[src/rtl/mem_ctrl.sv]
// Cache-pair memory responder: arbitrates icache/dcache word requests and serialises them into
// byte accesses on a synchronous 8-bit RAM. Define MEM_CTRL_RR_ARB_EN for round-robin arbitration.
module mem_ctrl #(
   parameter int ADDR_WIDTH  = 17,
   parameter int RAM_LATENCY = 1
) (
   input  logic                  clk,
   input  logic                  rst,
   input  logic [1:0]            ic_rw_flag,
   input  logic [31:0]           ic_addr,
   output logic [31:0]           ic_read_data,
   output logic                  ic_busy,
   output logic                  ic_done,
   input  logic [1:0]            dc_rw_flag,
   input  logic [31:0]           dc_addr,
   output logic [31:0]           dc_read_data,
   input  logic [31:0]           dc_write_data,
   input  logic [3:0]            dc_write_mask,
   output logic                  dc_busy,
   output logic                  dc_done,
   output logic [ADDR_WIDTH-1:0] ram_addr,
   output logic [7:0]            ram_din,
   output logic                  ram_we,
   input  logic [7:0]            ram_dout
);

   typedef enum logic [1:0] {StIdle, StRead, StWrite, StDone} state_e;

   // Last read cycle: byte 3 issued at count 3, captured RAM_LATENCY counts later.
   localparam logic [2:0] ReadLast = 3'(3 + RAM_LATENCY);

   state_e                r_state, w_state_next;
   logic                  r_sel_dc;
   logic [2:0]            r_cyc;
   logic [ADDR_WIDTH-3:0] r_word;
   logic [31:0]           r_wdata;
   logic [3:0]            r_mask;
   logic [ADDR_WIDTH-1:0] r_ram_addr;
   logic [7:0]            r_ram_din;
   logic                  r_ram_we;
   logic [31:0]           r_ic_rdata, r_dc_rdata;

   logic w_ic_req, w_dc_req, w_grant_dc, w_accept, w_is_wr;
   logic w_unused_bits;

   function automatic logic [1:0] first_bit(input logic [3:0] m);
      if (m[0]) return 2'd0;
      else if (m[1]) return 2'd1;
      else if (m[2]) return 2'd2;
      else return 2'd3;
   endfunction

   assign w_ic_req      = ic_rw_flag[0];
   assign w_dc_req      = dc_rw_flag[0] | dc_rw_flag[1];
   assign w_accept      = (r_state == StIdle) & (w_ic_req | w_dc_req);
   assign w_is_wr       = w_grant_dc & dc_rw_flag[1];
   assign w_unused_bits = ^{ic_rw_flag[1], ic_addr, dc_addr};

`ifdef MEM_CTRL_RR_ARB_EN
   logic r_last_dc;
   always_ff @(posedge clk or posedge rst) begin
      if (rst) r_last_dc <= 1'b0;
      else if (w_accept) r_last_dc <= w_grant_dc;
   end
   // On contention the port not served last time wins; reset state favours dcache.
   assign w_grant_dc = w_dc_req & (~w_ic_req | ~r_last_dc);
`else
   assign w_grant_dc = w_dc_req;
`endif

   always_ff @(posedge clk or posedge rst) begin
      if (rst) r_state <= StIdle;
      else r_state <= w_state_next;
   end

   always_comb begin
      w_state_next = r_state;
      unique case (r_state)
         StIdle: begin
            if (w_accept) begin
               if (!w_is_wr) w_state_next = StRead;
               else if (dc_write_mask == 4'b0000) w_state_next = StDone;
               else w_state_next = StWrite;
            end
         end
         StRead:  if (r_cyc == ReadLast) w_state_next = StDone;
         StWrite: if (r_mask == 4'b0000) w_state_next = StDone;
         StDone:  w_state_next = StIdle;
         default: w_state_next = StIdle;
      endcase
   end

   always_ff @(posedge clk or posedge rst) begin
      if (rst) begin
         r_sel_dc   <= 1'b0;
         r_cyc      <= '0;
         r_word     <= '0;
         r_wdata    <= '0;
         r_mask     <= '0;
         r_ram_addr <= '0;
         r_ram_din  <= '0;
         r_ram_we   <= 1'b0;
         r_ic_rdata <= '0;
         r_dc_rdata <= '0;
      end else begin
         unique case (r_state)
            StIdle: begin
               if (w_accept) begin
                  r_sel_dc <= w_grant_dc;
                  r_cyc    <= '0;
                  r_wdata  <= dc_write_data;
                  r_word   <= w_grant_dc ? dc_addr[ADDR_WIDTH-1:2] : ic_addr[ADDR_WIDTH-1:2];
                  if (w_is_wr) begin
                     r_mask <= dc_write_mask & ~(4'b0001 << first_bit(dc_write_mask));
                     if (dc_write_mask != 4'b0000) begin
                        r_ram_addr <= {dc_addr[ADDR_WIDTH-1:2], first_bit(dc_write_mask)};
                        r_ram_din  <= dc_write_data[8*first_bit(dc_write_mask) +: 8];
                        r_ram_we   <= 1'b1;
                     end
                  end else begin
                     r_ram_addr <= {(w_grant_dc ? dc_addr[ADDR_WIDTH-1:2]
                                                : ic_addr[ADDR_WIDTH-1:2]), 2'b00};
                  end
               end
            end
            StRead: begin
               r_cyc <= r_cyc + 3'd1;
               if (r_cyc < 3'd3) r_ram_addr <= {r_word, r_cyc[1:0] + 2'd1};
               for (int k = 0; k < 4; k++) begin
                  if (r_cyc == 3'(RAM_LATENCY + k)) begin
                     if (r_sel_dc) r_dc_rdata[8*k +: 8] <= ram_dout;
                     else r_ic_rdata[8*k +: 8] <= ram_dout;
                  end
               end
            end
            StWrite: begin
               if (r_mask != 4'b0000) begin
                  r_ram_addr <= {r_word, first_bit(r_mask)};
                  r_ram_din  <= r_wdata[8*first_bit(r_mask) +: 8];
                  r_mask     <= r_mask & ~(4'b0001 << first_bit(r_mask));
               end else begin
                  r_ram_we <= 1'b0;
               end
            end
            default: ;
         endcase
      end
   end

   always_comb begin
      ic_busy      = 1'b0;
      dc_busy      = 1'b0;
      ic_done      = 1'b0;
      dc_done      = 1'b0;
      if (r_state == StRead || r_state == StWrite) begin
         ic_busy = ~r_sel_dc;
         dc_busy = r_sel_dc;
      end
      if (r_state == StDone) begin
         ic_done = ~r_sel_dc;
         dc_done = r_sel_dc;
      end
      ic_read_data = r_ic_rdata;
      dc_read_data = r_dc_rdata;
      ram_addr     = r_ram_addr;
      ram_din      = r_ram_din;
      ram_we       = r_ram_we;
   end

endmodule
[config.mk]
export PLATFORM = sky130hd
export DESIGN_NAME = mem_ctrl
export DESIGN_NICKNAME = d
export VERILOG_FILES = /design/src/rtl/mem_ctrl.sv
export SDC_FILE = /design/constraint.sdc
export NUM_CORES = 1
export LEC_CHECK = 0
export CAP_MARGIN = 0
export CORE_ASPECT_RATIO = 1.4
export CORE_MARGIN = 4
export CORE_UTILIZATION = 30
export DETAILED_ROUTE_END_ITERATION = 8
export GPL_ROUTABILITY_DRIVEN = 0
export GPL_TIMING_DRIVEN = 0
export SYNTH_ARGS = -nofsm -noshare
export SYNTH_HDL_FRONTEND = slang
export SYNTH_SLANG_ARGS = --single-unit
[constraint.sdc]
create_clock -name clk -period 5.05 [get_ports clk]
set_input_delay 0.7575 -clock clk [delete_from_list [all_inputs] [get_ports clk]]
set_output_delay 0.7575 -clock clk [all_outputs]
set_load 0.005 [all_outputs]
After elaboration in Yosys (flattened, before gate mapping)
Index checks and enable logic that the tools add are counted.
{ "classes": {"n_addsub": 2, "n_shift": 4, "n_mux": 48, "order_cmp": 1, "n_reduce_logical": 24, "bitwise_logic": 9, "n_eq_ne": 16} }
{ "op_table": {"columns": ["operator", "n"], "rows": [
  ["17-bit two-way mux", 5],
  ["32-bit by 6-bit indexed part select with 8-bit output", 2],
  ["17-bit one-hot mux with 3 select lines", 1],
  ["2-bit two-way mux", 17],
  ["8-bit two-way mux", 4],
  ["3-bit AND reduction", 9],
  ["8-bit one-hot mux with 2 select lines", 1],
  ["15-bit two-way mux", 1],
  ["5-bit AND reduction", 3],
  ["2-bit inequality test (second input constant)", 7],
  ["4-bit two-way mux", 3],
  ["1-bit two-way mux", 11],
  ["4-bit bitwise AND", 2],
  ["4-bit logical NOT", 2],
  ["4-bit NOT", 2],
  ["2-bit one-hot mux with 4 select lines", 1],
  ["4-bit one-hot mux with 2 select lines", 1],
  ["4-bit nonzero test", 2],
  ["1-bit by 2-bit << shifter with 4-bit output (first input constant)", 2],
  ["3-bit by 2-bit equality test with 1-bit output (second input constant)", 2],
  ["3-bit one-hot mux with 2 select lines", 1],
  ["2-bit equality test (second input constant)", 2],
  ["2-bit AND reduction", 2],
  ["4-bit AND reduction", 1],
  ["17 further kinds", 20]
]} }
{ "word_totals": {"input_bits": 114, "reg_bits": 147, "output_inout_bits": 94, "wordCells": 121} }

Logic depth before layout (Yosys ltp)
Gate-level depths: netlist (run 1).
{ "logic_depth": {"ltp_word": 12, "ltp_mapped": 8, "depth_no_buf": 6} }

Worst setup path before layout (run 1)
Ideal clock, no wire load.
{ "synth_timing": {"kind": "input port to flip-flop", "start": "input dc_rw_flag[0]", "end": "register r_wdata[0]", "path_stages": 5, "n_path_buf": 2, "setup_slack_ns": 2.992, "setup_time_ns": 0.125, "required_time_ns": 4.925, "arrival_time_ns": 1.934, "cell_sequence": "or2_2 > buf_4 > o21ai_4 > buf_4 > mux2_2"} }
{ "synth_between": {"elab_chain_cells": 4} }
{ "synth_rtl": {"columns": ["element", "line", "text"], "rows": [
  ["from (decl)", "14", "input logic [1:0] dc_rw_flag,"],
  ["1-bit OR", "54", "assign w_dc_req = dc_rw_flag[0] | dc_rw_flag[1];"],
  ["1-bit OR", "55", "assign w_accept = (r_state == StIdle) & (w_ic_req | w_dc_req);"],
  ["1-bit bitwise AND", "55", null],
  ["2-bit AND reduction (no line)", null, null],
  ["to (signal assigned)", "111", "r_wdata <= dc_write_data;"],
  ["to (decl)", "36", "logic [31:0] r_wdata;"]
]} }
No other way between the ends.
A chain may end at the register's enable or synchronous reset.

Final worst setup path (run 1)
{ "layout_timing": {"start": "register r_state[1]", "end": "output dc_busy"} }
{ "layout_between": {"elab_chain_cells": 3, "word_cells_on_any_way": 4, "cone_classes": "2 x eq/ne; 1 x mux; 1 x reduce/logical"} }
{ "layout_rtl": {"columns": ["element", "line", "text"], "rows": [
  ["from (decl)", "32", "state_e r_state, w_state_next;"],
  ["from (signal assigned)", "72", "if (rst) r_state <= StIdle;"],
  ["from (signal assigned)", "73", "else r_state <= w_state_next;"],
  ["2-bit by 1-bit equality test with 1-bit output or 2-bit equality test (tied branches)", "155", "if (r_state == StRead || r_state == StWrite) begin"],
  ["1-bit logical OR (*)", "155", null],
  ["1-bit two-way mux (*)", "155", null],
  ["to (decl)", "19", "output logic dc_busy,"]
]} }
Every way passes the cells marked *; elsewhere a longest branch is shown, timed or not.

==> flow_summary_export.csv, run 1 <==
group,metric,value,unit
pwr,max-vdd-ir-drop,0.0002652,V
critical_path,r2r-end,"ic_read_data[1]",
finish,synthToLayoutAreaGrowth,39.53,%
timing,rsz0062_at_grt,"false",
finish,antenna_cells,0,
pwr,combPwrFrac,45.4,%
clock_tree,postCtsHoldBufs,0,
floorplan,dieArea,25540,um2
critical_path,end_kind,"primary output",
floorplan,die_h,187.5,um
synth,synth_edf_count,0,
flow_run,cap_viol_max_count,0,
pwr,leakagePower,0.004045,uW
route,wl_per_cell,17.71,um
route,ant_nets,0,
critical_path,worstSetupStartpointType,"register",
timing,min_period,3.222,ns
synth,synth_fp_nets,689,
timing,fin_skew,0.006960,ns
floorplan,fp.coreArea,22610,um2
placement,dp_hpwl,14040,um
synth,ys.flop_type,"dfrtp_1",
clock_tree,h-tree-depth,4,
pwr,switchingPower,1978,uW
critical_path,max_stage_delay,0.50,ns
finish,drive_gt1_share,21.59,%
finish,fin_util,42.61,%
hold_path,hold_end,"r_word[1]",
synth,synth_cell_type_count,44,
timing,tightest_slew,0.8607,ns
floorplan,io_pins,208,
clock_tree,clk_path_buf_depth,2,
critical_path,slowest_stage,"clkdlybuf4s50_1",
clock_tree,cts-resized-gates,0,
floorplan,dieWidth,136.2,um
floorplan,rows,65,
placement,placedCellCount,1039,
route,drtPass1Iterations,4,
synth,synth_seq_cells,147,
hold_path,hold_start,"r_word[1]",
timing,max_clock_freq,310.4,MHz
timing,period_share,63.80,%
clock_tree,post_cts_buffers,0,
synth,seq_area_frac_synth,53.28,%
critical_path,cp.arrival,2.46,ns
clock_tree,cts_tree,"yes",
synth,synth_area_leaders,"dfrtp_1 53%, mux2_2 17%, mux2i_1 6.2%",
timing,fin_hold_ws,0.4823,ns
status,status,"finished, final reports clean",
synth,synth_cells,565,
clock_tree,cts.sinks,147,
synth,netlist_area,6904,um2
route,wl,18950,um
synth,synth_common_cells,"147 x dfrtp_1, 104 x mux2_2, 55 x o21ai_0",
timing,hold_viol,0,
critical_path,r2r_start,"r_state[1]",
placement,port_buffers,172,
critical_path,r2r_slack,2.80,ns
finish,stdcell_count,1070,
route,initialDrtViolationCount,198,
critical_path,ff2ff_path_depth,8,
finish,finalNetCount,881,
placement,place_area,9035,um2
global_route,grt_first_pass_wirelength,29770,um
clock_tree,cts_inserted_buffers,17,
pwr,intPower,4204,uW
synth,synth_most_common_cell,"dfrtp_1",
finish,fin_area,9633,um2
critical_path,worstPathRequired,4.29,ns
hold_path,hold_depth,2,
clock_tree,clock_latency,0.42,ns
timing,setup_viol,0,
synth,yosysTopAreaCell,"dfrtp_1",
critical_path,crit_path_max_fanout,10,
critical_path,crit_type,"register to primary output",
clock_tree,root_buffer,"clkbuf_16",
pwr,swShare,31.99,%
clock_tree,clk_pin_slew_worst_paths,0.06,ns
global_route,grt_max_degree,76,
synth,avgSynthCellArea,12.22,um2
route,vias,5049,
global_route,antenna_found_initial,0,
pwr,p_seq_share,33.8,%
synth,synth_top_area_share,53.28,%
synth,yosysWarningCount,0,
pwr,power_density,641.7,nW/um2
synth,synth-async-reset-ratio,100.0,%
critical_path,cp_cell_sequence,"inv_1 -> ha_1 -> clkbuf_1 -> and2_1 -> clkdlybuf4s50_1",
global_route,grt-ovfl-total,0,
hold_path,hold_class,"register to register",
floorplan,start_util,30.54,%
pwr,clkPwrFrac,20.9,%
global_route,grtUsageTotal,15.00,%
route,via_per_inst,4.719,
global_route,grt_pass1_vias,5287,
timing,relSlewSlack,42.62,%
timing,drv_slew,0,
route,drc_errors,0,
-- worst max path at each step --
| stage | from | to | slack (ns) | cells past startpoint |
|---|---|---|---|---|
| global route | r_state[1] | ic_busy | 1.69 | 5 |
| finish | r_state[1] | dc_busy | 1.83 | 5 |
| floorplan | rst | dc_read_data[0] | 0.34 | 1 |
| global placement | rst | r_word[3] | -2.07 | 2 |
| detailed placement | dc_write_mask[1] | ram_din[6] | 1.97 | 6 |
| CTS | r_state[1] | dc_busy | 1.80 | 5 |
-- critical path: cells and delay by family (launching register included) --
family,cells,cell delay (ns)
buffers and inverters,3,1.03
and+or+nand+nor,1,0.21
DFF,1,0.42
adders and majority gates,1,0.38
-- layout by cell type (no fill, tap or decap), types with 2 or more instances in the layout --
master	synthesis	routed
bufinv_16	0	3
clkinvlp_4	0	2
mux2_2	104	104
clkbuf_16	0	17
ha_1	10	10
a21oi_1	11	11
nor2b_1	6	6
nand3_1	6	6
inv_1	17	16
a22o_1	5	5
and3_1	2	2
clkinv_4	0	2
mux2i_1	43	43
nand2_1	49	49
a32o_1	2	2
buf_6	2	2
inv_6	0	3
nor2_1	5	5
mux2_4	9	9
nor3_1	9	9
buf_4	5	5
clkbuf_1	20	21
dfrtp_1	147	147
clkdlybuf4s50_1	0	172
nor2_2	3	3
and2_1	4	4
o211ai_1	8	8
or2_2	2	2
nand3b_1	9	9
a21boi_0	8	8
o21ai_0	55	55
clkinv_2	0	3
nor4_1	2	2
buf_2	5	5
-- power by group through the flow --
stage                     registers (uW)  logic [uW]  clock network, uW
after global placement              2090        2800                  0
after global routing                2170        3070               1380
final                               2090        2800               1290
after CTS                           2090        2850               1320
after detailed placement            2110        2850                  0
after floorplan                     2080        1550                  0
-- final cells by class --
| type | instances | area, um2 |
|---|---|---|
| fill | 2244 | 12980 |
| sequential | 147 | 3679 |
| multi-input combinational | 368 | 2998 |
| timing repair buffer | 173 | 1749 |
| clock buffer | 19 | 442.9 |
| tap | 301 | 376.6 |
| buffer | 33 | 163.9 |
| clock inverter | 12 | 155.1 |
| inverter | 17 | 68.82 |
-- registers in the layout, indices dropped and copies added (netlist names) --
signal	cells
dc_read_data	32
ic_read_data	32
r_cyc	3
r_mask	4
r_sel_dc	1
r_state	2
r_wdata	32
r_word	15
ram_addr	17
ram_din	8
ram_we	1
-- layer usage --
| layer | wire [um] | track usage [%] |
|---|---|---|
| met4 | 499 | 6.323 |
| met2 | 9443 | 25.45 |
| met5 | 0 | 0 |
| met1 | 7862 | 18.12 |
| met3 | 1139 | 3.408 |
-- per-stage QoR --
stage               total power, uW  setup slack (ns)  TNS, ns
floorplan                      3632            0.3412        0
global placement               4889            -2.071  -302.57
detailed placement             4960             1.971        0
CTS                            6268             1.800        0
global route                   6615             1.685        0
finish                         6182             1.828        0
-- logic make-up (layout without fill, tap and decap cells) --
| group | after synthesis | after routing | share of synthesized area (%) |
|---|---|---|---|
| flops | 147 | 147 | 53.28 |
| mux | 156 | 156 | 25.15 |
| xor+xnor | 1 | 1 | 0.1269 |
| simple gates | 102 | 102 | 7.521 |
| fa+ha+maj | 10 | 10 | 1.812 |
| compound gates | 99 | 99 | 8.808 |
| buf+inv | 50 | 254 | 3.298 |
Power figures use the tool's default switching activity.
==> run 2, diff against run 1 <==
Clock period 5.05 ns to 2.7 ns, I/O delays scaled along.
==> flow_summary_export.csv, run 2 (same netlist as run 1, synthesis figures left out) <==
group,metric,value,unit
pwr,switchingPower,3685,uW
critical_path,cp.arrival,2.04,ns
finish,synthToLayoutAreaGrowth,39.58,%
route,via_per_inst,4.724,
flow_run,cap_viol_max_count,0,
finish,fin_util,42.62,%
clock_tree,clk_path_buf_depth,2,
critical_path,critPathBufInv,2,
placement,port_buffers,172,
pwr,combPwrFrac,46.3,%
clock_tree,cts.sinks,147,
finish,finalNetCount,883,
placement,dp_hpwl,14140,um
clock_tree,clock_latency,0.42,ns
finish,nFillCells,2222,
timing,setup_viol,0,
global_route,grt_pass1_vias,5391,
route,drc_errors,0,
global_route,grt-ovfl-total,0,
floorplan,io_pins,208,
pwr,finalPower,11370,uW
critical_path,r2r_start,"r_state[0]",
critical_path,end_kind,"primary output",
timing,setup_tns,0,ns
finish,drive_gt1_share,22.05,%
clock_tree,h-tree-depth,4,
clock_tree,cts_inserted_buffers,17,
route,wl,18780,um
critical_path,cp_cell_sequence,"inv_1 -> ha_4 -> nor2b_1 -> clkdlybuf4s50_1",
critical_path,slowest_stage,"clkdlybuf4s50_1",
floorplan,dieWidth,136.2,um
pwr,clkPwrFrac,19.4,%
critical_path,crit_path_max_fanout,14,
timing,tightest_slew,0.8456,ns
floorplan,fp.coreArea,22610,um2
route,vias,5064,
timing,fin_skew,0.01364,ns
critical_path,worstPathRequired,2.30,ns
finish,final_cell_mix,"172 x clkdlybuf4s50_1, 147 x dfrtp_1, 104 x mux2_2, 55 x o21ai_0, 49 x nand2_1",
critical_path,max_stage_delay,0.54,ns
global_route,antenna_found_initial,0,
clock_tree,clk_pin_slew_worst_paths,0.06,ns
route,initialDrtViolationCount,235,
route,ant_nets,0,
timing,period_share,90.45,%
pwr,leakagePower,0.004037,uW
global_route,grtUsageTotal,14.95,%
floorplan,start_util,30.54,%
pwr,p_seq_share,34.3,%
finish,stdcell_count,1072,
timing,rsz0062_at_grt,"false",
finish,multi_input_area,3010,um2
global_route,grt_max_degree,42,
finish,layout_commonest_cell,"clkdlybuf4s50_1",
global_route,grt_first_pass_wirelength,29790,um
timing,relSlewSlack,43.63,%
clock_tree,root_buffer,"clkbuf_16",
placement,placedCellCount,1042,
status,status,"finished, final reports clean",
timing,hold_viol,0,
critical_path,cpLargestDelayFamily,"buffers and inverters",
floorplan,die_h,187.5,um
pwr,intPower,7686,uW
pwr,power_density,1180,nW/um2
route,drtPass1Iterations,4,
timing,max_clock_freq,409.5,MHz
floorplan,dieArea,25540,um2
critical_path,crit_type,"register to primary output",
pwr,max-vdd-ir-drop,0.0005141,V
route,wl_per_cell,17.52,um
pwr,swShare,32.41,%
timing,min_period,2.442,ns
timing,drv_slew,0,
floorplan,rows,65,
finish,seq_area,3679,um2
critical_path,critPathLaunch,"r_state[1]",
finish,antenna_cells,0,
clock_tree,cts_tree,"yes",
hold_path,hold_class,"input port to asynchronous set/reset pin",
critical_path,worstSetupStartpointType,"register",
[run 2: path summary, 6_finish.rpt]
check / endpoint / slack [ns] / depth (start not counted)
setup / recovery: ic_busy / 0.26 / 4
hold / removal: dc_read_data[28] / 0.39 / 2
setup reg to reg: ram_din[2] / 0.38 / 8
hold reg to reg: r_word[3] / 0.48 / 2
max in group asynchronous: r_word[10] / 1.51 / 4
min in group clk: r_word[3] / 0.48 / 2
[run 2: layout make-up]
class,instances,share of cell area (%)
multi-input cells,368,31.24
plain buffers,32,1.662
repair buffers,176,18.70
clock inverters,13,1.169
inverters,17,0.7011
flip-flops and latches,147,38.17
clock buffers,18,4.453
well taps,301,3.908
[run 2: what timing repair did]
action,4_1_cts,5_1_grt
pin swaps,0,0
buffers inserted,0,0
setup endpoints to repair,2,1
gates resized for setup,1,1
hold buffers,0,0
[run 2: per-stage QoR]
| step | hold slack (ns) | area (um2) | setup WS [ns] |
|---|---|---|---|
| after global routing | 0.4326 | 9637 | 0.1348 |
| final | 0.3861 | 9637 | 0.2577 |
| after floorplan | 0.4497 | 6908 | 0.4480 |
| after CTS | 0.3865 | 9627 | 0.08566 |
| after global placement | 0.4612 | 9006 | -1.010 |
| after detailed placement | 0.4703 | 9086 | -0.07473 |
[run 2: per-layer routing]
metal | global-route usage, % | routed length (um) | up-vias
met3 | 3.140 | 1056 | 16
li1 | - | - | 2395
met4 | 4.694 | 267 | 0
met2 | 25.83 | 9627 | 160
met5 | 0 | 0 | -
met1 | 18.51 | 7826 | 2493
[run 2: power by group through the flow]
stage               clock network [uW]  logic, uW  registers [uW]
detailed placement                   0       5310            3950
CTS                               2270       5320            3910
finish                            2200       5260            3910
global route                      2360       5760            4060
global placement                     0       5220            3920
floorplan                            0       2900            3890
==> patch 1 (settings of run 2) <==
Build with the macro `MEM_CTRL_RR_ARB_EN` defined.
--- a/src/rtl/mem_ctrl.sv
+++ b/src/rtl/mem_ctrl.sv
@@ -1,4 +1,6 @@
 // Cache-pair memory responder: arbitrates icache/dcache word requests and serialises them into
 // byte accesses on a synchronous 8-bit RAM. Define MEM_CTRL_RR_ARB_EN for round-robin arbitration.
+`define MEM_CTRL_RR_ARB_EN
+
 module mem_ctrl #(
    parameter int ADDR_WIDTH  = 17,
Function: changed (Yosys sat finds a counterexample within 4 cycles, from zero or initial values and one cycle with rst high).
==> patch 1 against run 2 <==
- area after synthesis down 1.0%
- clock power up 5%
- setup slack worse by 0.093 ns
- sequential share of layout area up 0.21 points
- register-to-register slack worse by 0.22 ns
- total power down 1.1%
- fmax down 3.7%
- sequential cell count unchanged
- wire length down 2.2%
- non-clock buffer count down 4
- cell area down 0.56%
- final cell count down 1.3%
- global-route usage down 0.20 points
- largest power group unchanged
==> patch 1: results (changes against run 2) <==
FFs w/ async S/R, synth: 100.0% (unchanged)
Vias: 4948 (was 5064)
min-delay worst type: in -> async (unchanged)
Compound-Gate Fraction of Synth Area: 8.973% (was 8.808%)
outcome: finished clean (unchanged)
Seq group: 3.84 mW (was 3.91 mW)
Yosys warning count: 0 (unchanged)
share of post-route cells with drive strength above 1: 22.85% (was 22.05%)
largest cells by area after synthesis: dfrtp_1 54%, mux2_2 18%, mux2i_1 5.1% (was dfrtp_1 53%, mux2_2 17%, mux2i_1 6.2%)
Worst Skew: 0.008737 ns (was 0.01364 ns)
H-Tree Depth: 4 (unchanged)
Max stage delay on crit path: 0.56 ns (was 0.54 ns)
antenna violations before repair: 0 (unchanged)
P_leak: 4.009 nW (was 4.037 nW)
Critical Path Start: r_state[0] (was r_state[1])
Critical Path Slowest Stage Cell: nor4b_1 (was clkdlybuf4s50_1)
post-synthesis mux area share: 25.23% (was 25.15%)
register share of total power: 34.2% (was 34.3%)
antenna cells: 0 (unchanged)
first-pass GRT wire length: 29060 um (was 29790 um)
Final #Nets: 867 (was 883)
Worst slew margin: 44.26% (was 43.63%)
CP Max Fanout: 10 (was 14)
I/O Buffers: 171 (was 172)
post-synthesis sequential area ratio: 53.84% (was 53.28%)
total CTS buffers: 17 (unchanged)
Post-Synth Adder-Cell Area: 1.648% (was 1.812%)
vias in the first global route: 5154 (was 5391)
CP Data Arrival Time: 2.85 ns (was 2.04 ns)
clk root buf: clkbuf_16 (unchanged)
total track usage: 14.75% (was 14.95%)
CTS Buffer Depth: 2 (unchanged)
PostCTS Resize Cnt: 0 (was 1)
RR Startpoint: r_state[0] (unchanged)
clk_lat worst skew: 0.43 ns
CP top delay family: simple AND/OR/NAND/NOR gates (was buffers and inverters)
Post-synth top cells: 147 x dfrtp_1, 110 x mux2_2, 48 x o21ai_0 (was 147 x dfrtp_1, 104 x mux2_2, 55 x o21ai_0)
Setup Buffers After CTS: 0 (unchanged)
initial DRC count: 163 (was 235)
Int Pwr: 7.531 mW (was 7.686 mW)
HPWL Detailed: 13610 um (was 14140 um)
largest net degree at the start of global routing: 41 (was 42)
wire per inst: 17.35 um (was 17.52 um)
Post-Syn Nets: 674 (was 689)
Placed Area: 0.009005 sq mm (was 0.009086 sq mm)
drt pass-1 iters: 4 (unchanged)
Clock Pin Slew Worst Setup and Hold Paths: 0.07 ns
r2r worst-path depth: 8 (unchanged)
power share of the combinational group: 45.3% (was 46.3%)
Unique masters post-synth: 45 (was 44)
Post-Synth XOR/XNOR Area: 0% (was 0.1269%)
worst IR drop on VDD: 518.6 uV (was 514.1 uV)
## patch 1: cell count changes in the layout (fill, tap and decap cells not counted), moves of 5 or more
cell      delta
nor3_1       -8
o21ai_0      -7
clkinv_2     -5
nand2b_1     +6
mux2_2       +6
mux2i_1      -8
nor2_1       +7
## patch 1: final timing paths
check	slack [ns]	end
max in group asynchronous	1.51	ram_addr[4]
min reg2reg	0.48	r_word[3]
min in group clk	0.47	ram_din[3]
min	0.37	dc_read_data[5]
max	0.16	ram_addr[4]
max reg2reg	0.16	ram_addr[4]
## patch 1: through the flow
stage,std cells,hold slack [ns],setup TNS (ns),util (%),setup WS (ns)
after global placement,1023,0.4614,-152.83,39.76,-0.9923
after floorplan,551,0.4497,0,-,0.4480
after CTS,1058,0.3864,0,42.67,0.02856
final,1058,0.3675,0,42.69,0.1643
after global routing,1058,0.4005,0,42.69,0.0009492
after detailed placement,1027,0.4706,-9.678,40.12,-0.3280
## patch 1: area by class of cell
cell class | instances | area (sq um)
Fill cell | 2178 | 12860
Sequential cell | 147 | 3679
Multi-Input combinational cell | 359 | 2957
Timing Repair Buffer | 175 | 1792
Clock buffer | 18 | 439.2
Tap cell | 301 | 376.6
Buffer | 29 | 142.6
Clock inverter | 14 | 137.6
Inverter | 15 | 60.06
## patch 1: cells by family (layout without fill, tap and decap cells)
| family | after synthesis | after routing |
|---|---|---|
| mux | 154 | 154 |
| simple gates | 99 | 99 |
| fa+ha+maj | 9 | 9 |
| compound gates | 97 | 97 |
| flops | 147 | 147 |
| buf+inv | 45 | 251 |
## patch 1: per-layer routing
metal / global-route usage (%) / vias to the layer above / part of all wire, %
li1: - / 2354 / -
met1: 18.35 / 2438 / 41
met2: 25.36 / 140 / 52
met3: 3.722 / 16 / 5.2
met4: 3.918 / 0 / 1.6
met5: 0 / - / 0
==> patch 2 (settings of run 2) <==
Made on the original files. Put a register stage on the output `ram_addr`, cleared by the reset. The value now appears one clock later. The other outputs are not delayed to match.
--- a/src/rtl/mem_ctrl.sv
+++ b/src/rtl/mem_ctrl.sv
@@ -29,4 +29,6 @@
    // Last read cycle: byte 3 issued at count 3, captured RAM_LATENCY counts later.
    localparam logic [2:0] ReadLast = 3'(3 + RAM_LATENCY);
+
+   logic [ADDR_WIDTH-1:0] ram_addr_d;
 
    state_e                r_state, w_state_next;
@@ -163,8 +165,16 @@
       ic_read_data = r_ic_rdata;
       dc_read_data = r_dc_rdata;
-      ram_addr     = r_ram_addr;
+      ram_addr_d   = r_ram_addr;
       ram_din      = r_ram_din;
       ram_we       = r_ram_we;
    end
 
+   always_ff @(posedge clk or posedge rst) begin
+      if (rst) begin
+         ram_addr <= '0;
+      end else begin
+         ram_addr <= ram_addr_d;
+      end
+   end
+
 endmodule
Function: changed (Yosys sat finds a counterexample within 4 cycles, from zero or initial values and one cycle with rst high).
==> patch 2 against run 2 <==
- wire length is 1.8% higher
- clock power is 16% higher
- synthesized cell count is 1.1% higher
- non-clock buffer count stayed put
- total power is 3.9% higher
- cell area is 5.4% higher
- area after synthesis is 6.4% higher
- via count is 1.5% higher
- clock skew is 0.0045 ns lower
- sequential power is 7.7% higher
- setup slack worse by 0.0066 ns
- sequential cell count is 17 higher
- largest cell class unchanged
- highest routed layer unchanged
==> patch 2: results (changes against run 2) <==
outcome: finished clean (unchanged)
CP Max Fanout: 15 (was 14)
RR Endpoint: r_ram_addr[10] (was ram_din[2])
Post-Synth XOR/XNOR Area: 0% (was 0.1269%)
largest net degree at the start of global routing: 43 (was 42)
Worst slew margin: 50.26% (was 43.63%)
Max stage delay on crit path: 0.54 ns (about the same)
Compound-Gate Fraction of Synth Area: 8.037% (was 8.808%)
post-synthesis sequential area ratio: 55.85% (was 53.28%)
pre-CTS setup slack: -0.02171 ns (was -0.07473 ns)
min-delay worst type: reg -> reg (was in -> async)
wire length on met3: 747 um (was 1056 um)
vias in the first global route: 5285 (was 5391)
Unique masters post-synth: 46 (was 44)
largest cells by area after synthesis: dfrtp_1 56%, mux2_2 20%, o21ai_0 2.7% (was dfrtp_1 53%, mux2_2 17%, mux2i_1 6.2%)
Synth Flop Type: dfrtp_1 (unchanged)
wire per inst: 17.62 um (was 17.52 um)
Int Pwr: 8.219 mW (was 7.686 mW)
Placed Area: 0.009532 sq mm (was 0.009086 sq mm)
Final period util: 90.70% (was 90.45%)
# fillers: 2316 (was 2222)
share of post-route cells with drive strength above 1: 24.65% (was 22.05%)
Avg Vias per Cell: 4.737 (was 4.724)
Clock Pin Slew Worst Setup and Hold Paths: 0.06 ns (about the same)
I/O Buffers: 171 (was 172)
HPWL Detailed: 14220 um (was 14140 um)
area delta synth->final: 38.24% (was 39.58%)
initial DRC count: 148 (was 235)
P_leak: 4.252 nW (was 4.037 nW)
met2 wire len: 9831 um (was 9627 um)
Post-Syn Nets: 695 (was 689)
Vias: 5140 (was 5064)
wl on met1: 8221 um (was 7826 um)
met3 usage: 2.443% (was 3.140%)
first-pass GRT wire length: 30260 um (was 29790 um)
worst IR drop on VDD: 605.4 uV (was 514.1 uV)
Critical Path Slowest Stage Cell: clkdlybuf4s50_1 (unchanged)
Post-synth top cells: 164 x dfrtp_1, 128 x mux2_2, 51 x nand2_1 (was 147 x dfrtp_1, 104 x mux2_2, 55 x o21ai_0)
Worst Skew: 0.009140 ns (was 0.01364 ns)
Hold Slack: 0.3686 ns (was 0.3861 ns)
Avg Cell Area, Syn: 12.87 sq um (was 12.22 sq um)
Post-Synth Adder-Cell Area: 1.703% (was 1.812%)
GR Layer Usage met2: 25.20% (was 25.83%)
## patch 2: cell count changes after synthesis, moves of 4 or more
cell / change
o211ai_1: +8
buf_4: -4
o21ai_0: -16
a32oi_1: +8
buf_2: +7
mux2i_1: -24
nand2b_1: +17
inv_1: -4
nand3b_1: -8
dfrtp_1: +17
mux2_2: +24
a21boi_0: -8
nor3_1: -6
## patch 2: cell type report
type | instances | share of cell area [%]
sequential | 164 | 40.40
clock buffer | 19 | 4.360
timing repair buffer | 175 | 17.64
inverter | 13 | 0.5173
multi-input combinational | 360 | 29.83
tap | 310 | 3.818
buffer | 33 | 1.712
clock inverter | 11 | 1.724
## patch 2: power by group through the flow
stage / logic, mW / registers (mW) / clock network [mW]
3_5_place_dp: 5.09 / 4.27 / 0
5_1_grt: 5.51 / 4.37 / 2.73
2_1_floorplan: 2.84 / 4.18 / 0
3_3_place_gp: 5.02 / 4.25 / 0
4_1_cts: 5.10 / 4.23 / 2.63
6_report: 5.04 / 4.21 / 2.56
